<file path="config.mk">
export PLATFORM = sky130hd
export DESIGN_NAME = hazard_ctrl
export DESIGN_NICKNAME = d
export VERILOG_FILES = /design/src/rtl/hazard_ctrl.sv
export SDC_FILE = /design/constraint.sdc
export NUM_CORES = 1
export LEC_CHECK = 0
export CAP_MARGIN = 20
export CORE_UTILIZATION = 52
export DETAILED_ROUTE_END_ITERATION = 16
export GPL_ROUTABILITY_DRIVEN = 0
export PLACE_DENSITY = 0.88
export SYNTH_ARGS = -nofsm -noshare
export SYNTH_HDL_FRONTEND = slang
export SYNTH_SLANG_ARGS = --single-unit
</file>
<file path="constraint.sdc">
create_clock -name i_clk -period 4.1 [get_ports i_clk]
set_clock_uncertainty 0.2 [all_clocks]
set_input_delay 1.23 -clock i_clk [delete_from_list [all_inputs] [get_ports i_clk]]
set_output_delay 1.23 -clock i_clk [all_outputs]
set_load 0.005 [all_outputs]
</file>
<file path="src/rtl/hazard_ctrl.sv">
// Hazard controller for a 5-stage RV32I pipeline: load-use stalls, redirect
// flushes, memory-wait freeze, EX operand forwarding selects and perf counters.
module hazard_ctrl #(
    parameter int CNT_W = 16
) (
    input  logic             i_clk,
    input  logic             i_rst_n,
    input  logic             id_vld,
    input  logic [4:0]       id_rs1,
    input  logic [4:0]       id_rs2,
    input  logic             id_use_rs1,
    input  logic             id_use_rs2,
    input  logic [4:0]       id_rd,
    input  logic             id_rd_wren,
    input  logic             id_is_load,
    input  logic             ex_redirect,
    input  logic             mem_busy,
    output logic             stall_if,
    output logic             stall_id,
    output logic             flush_id,
    output logic             bubble_ex,
    output logic             freeze,
    output logic [1:0]       fwd_a_sel,
    output logic [1:0]       fwd_b_sel,
    output logic [CNT_W-1:0] stall_cnt,
    output logic [CNT_W-1:0] flush_cnt
);

    logic             ex_vld_q,   ex_vld_d;
    logic [4:0]       ex_rd_q,    ex_rd_d;
    logic             ex_wren_q,  ex_wren_d;
    logic             ex_load_q,  ex_load_d;
    logic [4:0]       ex_rs1_q,   ex_rs1_d;
    logic [4:0]       ex_rs2_q,   ex_rs2_d;
    logic             ex_use1_q,  ex_use1_d;
    logic             ex_use2_q,  ex_use2_d;
    logic             mem_vld_q,  mem_vld_d;
    logic [4:0]       mem_rd_q,   mem_rd_d;
    logic             mem_wren_q, mem_wren_d;
    logic             mem_load_q, mem_load_d;
    logic             wb_vld_q,   wb_vld_d;
    logic [4:0]       wb_rd_q,    wb_rd_d;
    logic             wb_wren_q,  wb_wren_d;
    logic [CNT_W-1:0] stall_cnt_q, stall_cnt_d;
    logic [CNT_W-1:0] flush_cnt_q, flush_cnt_d;

    logic adv_s, hit1_s, hit2_s, load_use_s, redir_s;
    logic stall_s, flush_s, bubble_s;

    function automatic logic [CNT_W-1:0] sat_inc(input logic [CNT_W-1:0] v, input logic en);
        logic [CNT_W-1:0] r;
        if (en && (v != {CNT_W{1'b1}})) begin
            r = v + {{(CNT_W-1){1'b0}}, 1'b1};
        end else begin
            r = v;
        end
        return r;
    endfunction

    // Source select for one EX operand; a load still in MEM has no data yet.
    function automatic logic [1:0] fwd_sel(input logic use_rs, input logic [4:0] rs,
                                           input logic m_vld, input logic m_wren,
                                           input logic m_load, input logic [4:0] m_rd,
                                           input logic w_vld, input logic w_wren,
                                           input logic [4:0] w_rd);
        logic [1:0] r;
        if (use_rs && (rs != 5'd0) && m_vld && m_wren && !m_load && (m_rd == rs)) begin
            r = 2'b01;
        end else if (use_rs && (rs != 5'd0) && w_vld && w_wren && (w_rd == rs)) begin
            r = 2'b10;
        end else begin
            r = 2'b00;
        end
        return r;
    endfunction

    // Hazard detection and pipeline control decisions.
    always_comb begin
        adv_s      = !mem_busy;
        hit1_s     = id_use_rs1 && (id_rs1 != 5'd0) && (id_rs1 == ex_rd_q);
        hit2_s     = id_use_rs2 && (id_rs2 != 5'd0) && (id_rs2 == ex_rd_q);
        load_use_s = id_vld && ex_vld_q && ex_load_q && ex_wren_q && (hit1_s || hit2_s);
        redir_s    = ex_vld_q && ex_redirect;
        stall_s    = 1'b0;
        flush_s    = 1'b0;
        bubble_s   = 1'b0;
        if (mem_busy) begin
            stall_s = 1'b1;
        end else if (redir_s) begin
            flush_s  = 1'b1;
            bubble_s = 1'b1;
        end else if (load_use_s) begin
            stall_s  = 1'b1;
            bubble_s = 1'b1;
        end else begin
            stall_s = 1'b0;
        end
    end

    // Next-state for the stage trackers and counters.
    always_comb begin
        ex_vld_d   = ex_vld_q;
        ex_rd_d    = ex_rd_q;
        ex_wren_d  = ex_wren_q;
        ex_load_d  = ex_load_q;
        ex_rs1_d   = ex_rs1_q;
        ex_rs2_d   = ex_rs2_q;
        ex_use1_d  = ex_use1_q;
        ex_use2_d  = ex_use2_q;
        mem_vld_d  = mem_vld_q;
        mem_rd_d   = mem_rd_q;
        mem_wren_d = mem_wren_q;
        mem_load_d = mem_load_q;
        wb_vld_d   = wb_vld_q;
        wb_rd_d    = wb_rd_q;
        wb_wren_d  = wb_wren_q;
        if (adv_s) begin
            wb_vld_d   = mem_vld_q;
            wb_rd_d    = mem_rd_q;
            wb_wren_d  = mem_wren_q;
            mem_vld_d  = ex_vld_q;
            mem_rd_d   = ex_rd_q;
            mem_wren_d = ex_wren_q;
            mem_load_d = ex_load_q;
            if (bubble_s) begin
                ex_vld_d  = 1'b0;
                ex_rd_d   = 5'd0;
                ex_wren_d = 1'b0;
                ex_load_d = 1'b0;
                ex_rs1_d  = 5'd0;
                ex_rs2_d  = 5'd0;
                ex_use1_d = 1'b0;
                ex_use2_d = 1'b0;
            end else begin
                ex_vld_d  = id_vld;
                ex_rd_d   = id_rd;
                ex_wren_d = id_rd_wren;
                ex_load_d = id_is_load;
                ex_rs1_d  = id_rs1;
                ex_rs2_d  = id_rs2;
                ex_use1_d = id_use_rs1;
                ex_use2_d = id_use_rs2;
            end
        end else begin
            ex_vld_d = ex_vld_q;
        end
        stall_cnt_d = sat_inc(stall_cnt_q, stall_s);
        flush_cnt_d = sat_inc(flush_cnt_q, flush_s);
    end

    // State registers with synchronous active-low reset.
    always_ff @(posedge i_clk) begin
        if (!i_rst_n) begin
            ex_vld_q    <= 1'b0;
            ex_rd_q     <= 5'd0;
            ex_wren_q   <= 1'b0;
            ex_load_q   <= 1'b0;
            ex_rs1_q    <= 5'd0;
            ex_rs2_q    <= 5'd0;
            ex_use1_q   <= 1'b0;
            ex_use2_q   <= 1'b0;
            mem_vld_q   <= 1'b0;
            mem_rd_q    <= 5'd0;
            mem_wren_q  <= 1'b0;
            mem_load_q  <= 1'b0;
            wb_vld_q    <= 1'b0;
            wb_rd_q     <= 5'd0;
            wb_wren_q   <= 1'b0;
            stall_cnt_q <= {CNT_W{1'b0}};
            flush_cnt_q <= {CNT_W{1'b0}};
        end else begin
            ex_vld_q    <= ex_vld_d;
            ex_rd_q     <= ex_rd_d;
            ex_wren_q   <= ex_wren_d;
            ex_load_q   <= ex_load_d;
            ex_rs1_q    <= ex_rs1_d;
            ex_rs2_q    <= ex_rs2_d;
            ex_use1_q   <= ex_use1_d;
            ex_use2_q   <= ex_use2_d;
            mem_vld_q   <= mem_vld_d;
            mem_rd_q    <= mem_rd_d;
            mem_wren_q  <= mem_wren_d;
            mem_load_q  <= mem_load_d;
            wb_vld_q    <= wb_vld_d;
            wb_rd_q     <= wb_rd_d;
            wb_wren_q   <= wb_wren_d;
            stall_cnt_q <= stall_cnt_d;
            flush_cnt_q <= flush_cnt_d;
        end
    end

    assign stall_if  = stall_s;
    assign stall_id  = stall_s;
    assign flush_id  = flush_s;
    assign bubble_ex = bubble_s;
    assign freeze    = mem_busy;
    assign fwd_a_sel = fwd_sel(ex_use1_q, ex_rs1_q, mem_vld_q, mem_wren_q, mem_load_q,
                               mem_rd_q, wb_vld_q, wb_wren_q, wb_rd_q);
    assign fwd_b_sel = fwd_sel(ex_use2_q, ex_rs2_q, mem_vld_q, mem_wren_q, mem_load_q,
                               mem_rd_q, wb_vld_q, wb_wren_q, wb_rd_q);
    assign stall_cnt = stall_cnt_q;
    assign flush_cnt = flush_cnt_q;

endmodule

</file>
# After elaboration in Yosys (flattened, before gate mapping)
# Cells that the tools add are included.
# W data, S select, Z words.
# classes
n_addsub	2
n_eq_ne	8
mux	19
n_reduce_logical	33
# op_table
cell	count
$add A16 B1 Y16 const B	2
$ne A16 B16 Y1 const B	2
$eq A5 B5 Y1	6
$logic_and A1 B1 Y1	27
$reduce_bool A5 Y1	4
$mux W5	3
$mux W1	12
$mux W2	4
$logic_not A1 Y1	1
$logic_or A1 B1 Y1	1
# word_totals
ff_bits	67
output_inout_bits	41
wordCells	79

# Longest topological paths before layout
# depth
depth_word	9
ltp_mapped	9
depth_no_buf	7

# Least setup slack after synthesis
# OpenSTA, ideal clock, no wires.
# synth_path
kind	in2out
start	input id_rs2[0]
end	output stall_if
t_arrival_ns	2.527
t_required_ns	2.670
slack_ns	0.143
path_stages	7
path_buffers	2
cell_sequence	nor4_1 > o21ai_1 > and2_1 > a221oi_4 > buf_6 > inv_2 > buf_4
# synth_via
elab_chain_len	8
elab_cells_between_ends	9
# synth_rtl
item	line	text
from (decl)	10	input logic [4:0] id_rs2,
$reduce_bool A5 Y1	81	hit2_s = id_use_rs2 && (id_rs2 != 5'd0) && (id_rs2 == ex_rd_q);
$logic_and A1 B1 Y1	81	
$logic_and A1 B1 Y1 *	81	
$logic_or A1 B1 Y1 *	82	load_use_s = id_vld && ex_vld_q && ex_load_q && ex_wren_q && (hit1_s || hit2_s);
$logic_and A1 B1 Y1 *	82	
$mux W1 *	92	end else if (load_use_s) begin
$mux W1 *	89	end else if (redir_s) begin
$mux W1 *	87	if (mem_busy) begin
to (decl)	18	output logic stall_if,
# Mark *: on every way between the ends. The rest lies on a longest branch, timed or not.

# Worst setup path in the final report
# layout_path
start	input id_rs2[3]
end	output stall_id
# layout_via
elab_chain_len	8
elab_cells_between_ends	9
# layout_rtl
item	line	text
$reduce_bool A5 Y1	81	
$logic_and A1 B1 Y1	81	
$logic_and A1 B1 Y1 *	81	
$logic_or A1 B1 Y1 *	82	
$logic_and A1 B1 Y1 *	82	
$mux W1 *	92	
$mux W1 *	89	
$mux W1 *	87	
to (decl)	19	output logic stall_id,
# Marks and branches as above.

==> results.md <==
- Run status: complete, no violations
- Highest net fanout along the worst path: 4
- Area post-placement: approximately 0.004 mm2
- Via count of the first global-routing pass: ~3,100
- Count of nets left with antenna violations after detail routing: 0
- Max-Cap Viols: 0
- Synthesized instance count: 370
- Number of enable flip-flop cells after synthesis: 0
- Vias per inst: approximately 5.9
- H-tree depth: 3
- Initial Util: 0.5459
- Worst setup slack after layout: 0.05369 ns
- Final Max Slew Viols: 0
- Pin count of the biggest net entering global routing: 40
- CTS clk-pin slew, worst paths: about 0.070 ns
- Clock tree from TritonCTS: done
- Detailed-router iteration count before antenna repair: 7
- Clock period minus final worst setup slack: ~4.0 ns
- Std-Cell Core Area: 0.006026 mm2
- Drt total wl: 9673 um
- Hold crit path type: flop to flop
- Detailed placer's ending HPWL: around 5800 um
- Max Fclk: about 0.25 GHz
- Post-synthesis share of cell area spent on full adders, half adders and majority gates: 0.007607
- Standard-cell rows: 28
- Cell area after synthesis: around 0.0033 mm2
- P_leak: 1.775 nW
- Final standard cell area without fillers: 0.004603 mm2
- Part of the cycle the worst path needs: 0.9869
- Hold violation total from the final report: 0
- Antenna fix cells: 0
- Count of endpoints failing setup in the final report: 0
- Worst setup slack after placement: -0.5948 ns
- Number of buffers added on ports: between 60 and 70
- Type of the worst setup path: input port to output port
- Data required time of the worst path: about 2.7 ns
- CP Capture Type: output port
- Predominant post-synthesis flop cell: dfxtp_1
- Simple logic cell fraction of the synthesized area: 0.2579
- Clock insertion delay at the later pin of the skew report: around 0.35 ns
- Data arrival time at the worst-slack endpoint: 2.62 ns
- Via count: between 3,000 and 4,000
- Max transition margin: 0.6059
- Synthesized Nets: between 300 and 400
- Number of clock sinks seen by CTS: between 60 and 70
- Startpoint Class: input port
- Post-Synthesis Mean Instance Area: between 8 and 9 um2
- Compound-gate portion of the synthesized area: 0.1278
- Seq/Total Area, Yosys: 0.4078
- Share of the core filled with cells: 0.7639
- Yosys synthesis warning count: 0
- Unique cell type count in the Yosys netlist: 44
- DIE AREA: 0.006648 mm2
- Overall die width: around 82 um
- Share of async-settable or async-resettable flops after synthesis: 0
- Largest family of logic cells by synthesized area: simple AND/OR/NAND/NOR gates
- Number of design-rule violations left by the first detailed-router iteration: between 200 and 250
- Longest Clk Path Bufs: 2
- Wire length of the first global-routing pass: ~15,000 um
- Pwr/cell area: around 320 mW/mm2
- Net count of the finished layout: 496
- Number of placed I/O pins: 65
- Flip-flop and latch count after synthesis: 67
- Post-Synth XOR/XNOR Area: 0.1038
- Total congestion overflow: 0
- Height of the die: between 80 and 90 um
- Slew at the pin with the worst max-slew slack: 0.5858 ns
- Synthesis-to-layout area growth: 39.94%
- Initial antenna violation count: 0
- Peak supply drop: ~0.00029 V
- Num CTS Buffers: 9
- DRC violations left: 0
- Multiplexer fraction of the synthesized cell area: 0.05782
- Overall track demand over capacity in global routing: 0.3093
- Fraction of final layout cells sized beyond drive strength 1: 0.2126
- Clk root buf: clkbuf_8
- Routed wire per std cell: approximately 18 um
synth_stat cells (all sizes together) (3+ instances only):
library cell  count  share of area
inv               7         0.0080
nor2             54          0.062
o21ai            10          0.015
buf               8          0.016
mux2i            19          0.058
nor3              6         0.0091
nand3            15          0.023
or3               7          0.013
nand2            15          0.017
nor4             13          0.035
xnor2            17          0.045
a22oi            20          0.046
or4               7          0.016
a21oi            15          0.023
nand4            15          0.030
clkbuf           11          0.013
o31ai             7          0.016
nand2b            9          0.017
nor4b             3          0.012
and3              5         0.0095
xor2             22          0.059
dfxtp            67           0.41
flip-flops by register name, summed over array words and instances (netlist names), 5 cells and up:
name and count:
stall_cnt 16, ex_rs1_q 5, flush_cnt 16, mem_rd_q 5, wb_rd_q 5, ex_rs2_q 5
ex_rd_q 5
worst paths after layout:
check | depth (start not counted) | slack [ns] | end | start
worst max-delay path | 8 | 0.05 | stall_id | id_rs2[3]
worst min-delay path | 2 | 0.30 | stall_cnt[15]$_SDFFE_PN0P_ | stall_cnt[15]$_SDFFE_PN0P_
worst max register to register | 21 | 0.23 | stall_cnt[5]$_SDFFE_PN0P_ | ex_rd_q[2]$_SDFFE_PN0N_
worst min register to register | 2 | 0.30 | stall_cnt[15]$_SDFFE_PN0P_ | stall_cnt[15]$_SDFFE_PN0P_
metrics by stage:
stage                     power [mW]  setup TNS, ns  cells  hold WS [ns]
after CTS                      1.457              0    548        0.2964
after global placement        0.8385         -1.585    511        0.2691
final                          1.474              0    550        0.3000
after global routing           1.522       -0.09716    550        0.3352
after detailed placement      0.8443         -1.723    511        0.2835
after floorplan               0.7790              0    370        0.2645
cell families (layout without fill, tap and decap cells):
kind of cell,count (synthesis),count (layout)
AND/OR/NAND/NOR,155,155
XOR/XNOR,39,39
AO/OA/AOI/OAI,61,61
multiplexers,19,19
adder cells (fa/ha/maj),2,2
flip-flops,67,67
buffers and inverters,27,132
power by group:
group	internal [mW]	switching, mW	leakage, nW
sequential	0.667	0.0264	0.544
combinational	0.0868	0.0862	1.13
clock	0.340	0.268	0.101
worst max-delay path, cell delays in order:
cell and delay (ns):
buf_6 0.11, nor4_4 0.27, o21ai_2 0.11, and2_4 0.16
a221oi_4 0.33, inv_2 0.09, buf_6 0.12, clkdlybuf4s15_2 0.20
placed cells by master (no fill, tap or decap), drive strengths merged, types with 9 or more instances in the layout:
cell type      synthesis  final
dfxtp                 67     67
nor2                  54     54
buf                    8     51
clkdlybuf4s50          0     46
xor2                  22     22
a22oi                 20     20
mux2i                 19     19
xnor2                 17     17
a21oi                 15     15
nand3                 15     15
nand2                 15     15
nand4                 15     15
clkbuf                11     15
nor4                  13     13
o21ai                 10     10
nand2b                 9      9
final cells by class:
| cell class | instances | area (um2) |
|---|---|---|
| multi-input cells | 276 | 1974 |
| fillers | 386 | 1423 |
| flip-flops and latches | 67 | 1341 |
| repair buffers | 108 | 947.2 |
| clock buffers | 9 | 123.9 |
| well taps | 75 | 93.84 |
| clock inverters | 7 | 92.59 |
| inverters | 8 | 30.03 |
routing by layer:
layer | up-vias | global-route usage | routed length, um
li1 | 1542 | - | -
met5 | - | 0 | 0
met3 | 33 | 0.06556 | 589
met1 | 1536 | 0.3527 | 3898
met4 | 0 | 0.1857 | 397
met2 | 143 | 0.5283 | 4789
timing repair:
action,in CTS,in global routing
resized for setup,65,21
hold buffers,0,0
buffers inserted,21,3
pin swaps,13,10
endpoints found under the setup margin,3,5
Note: power is estimated with default switching activity, not from simulation.
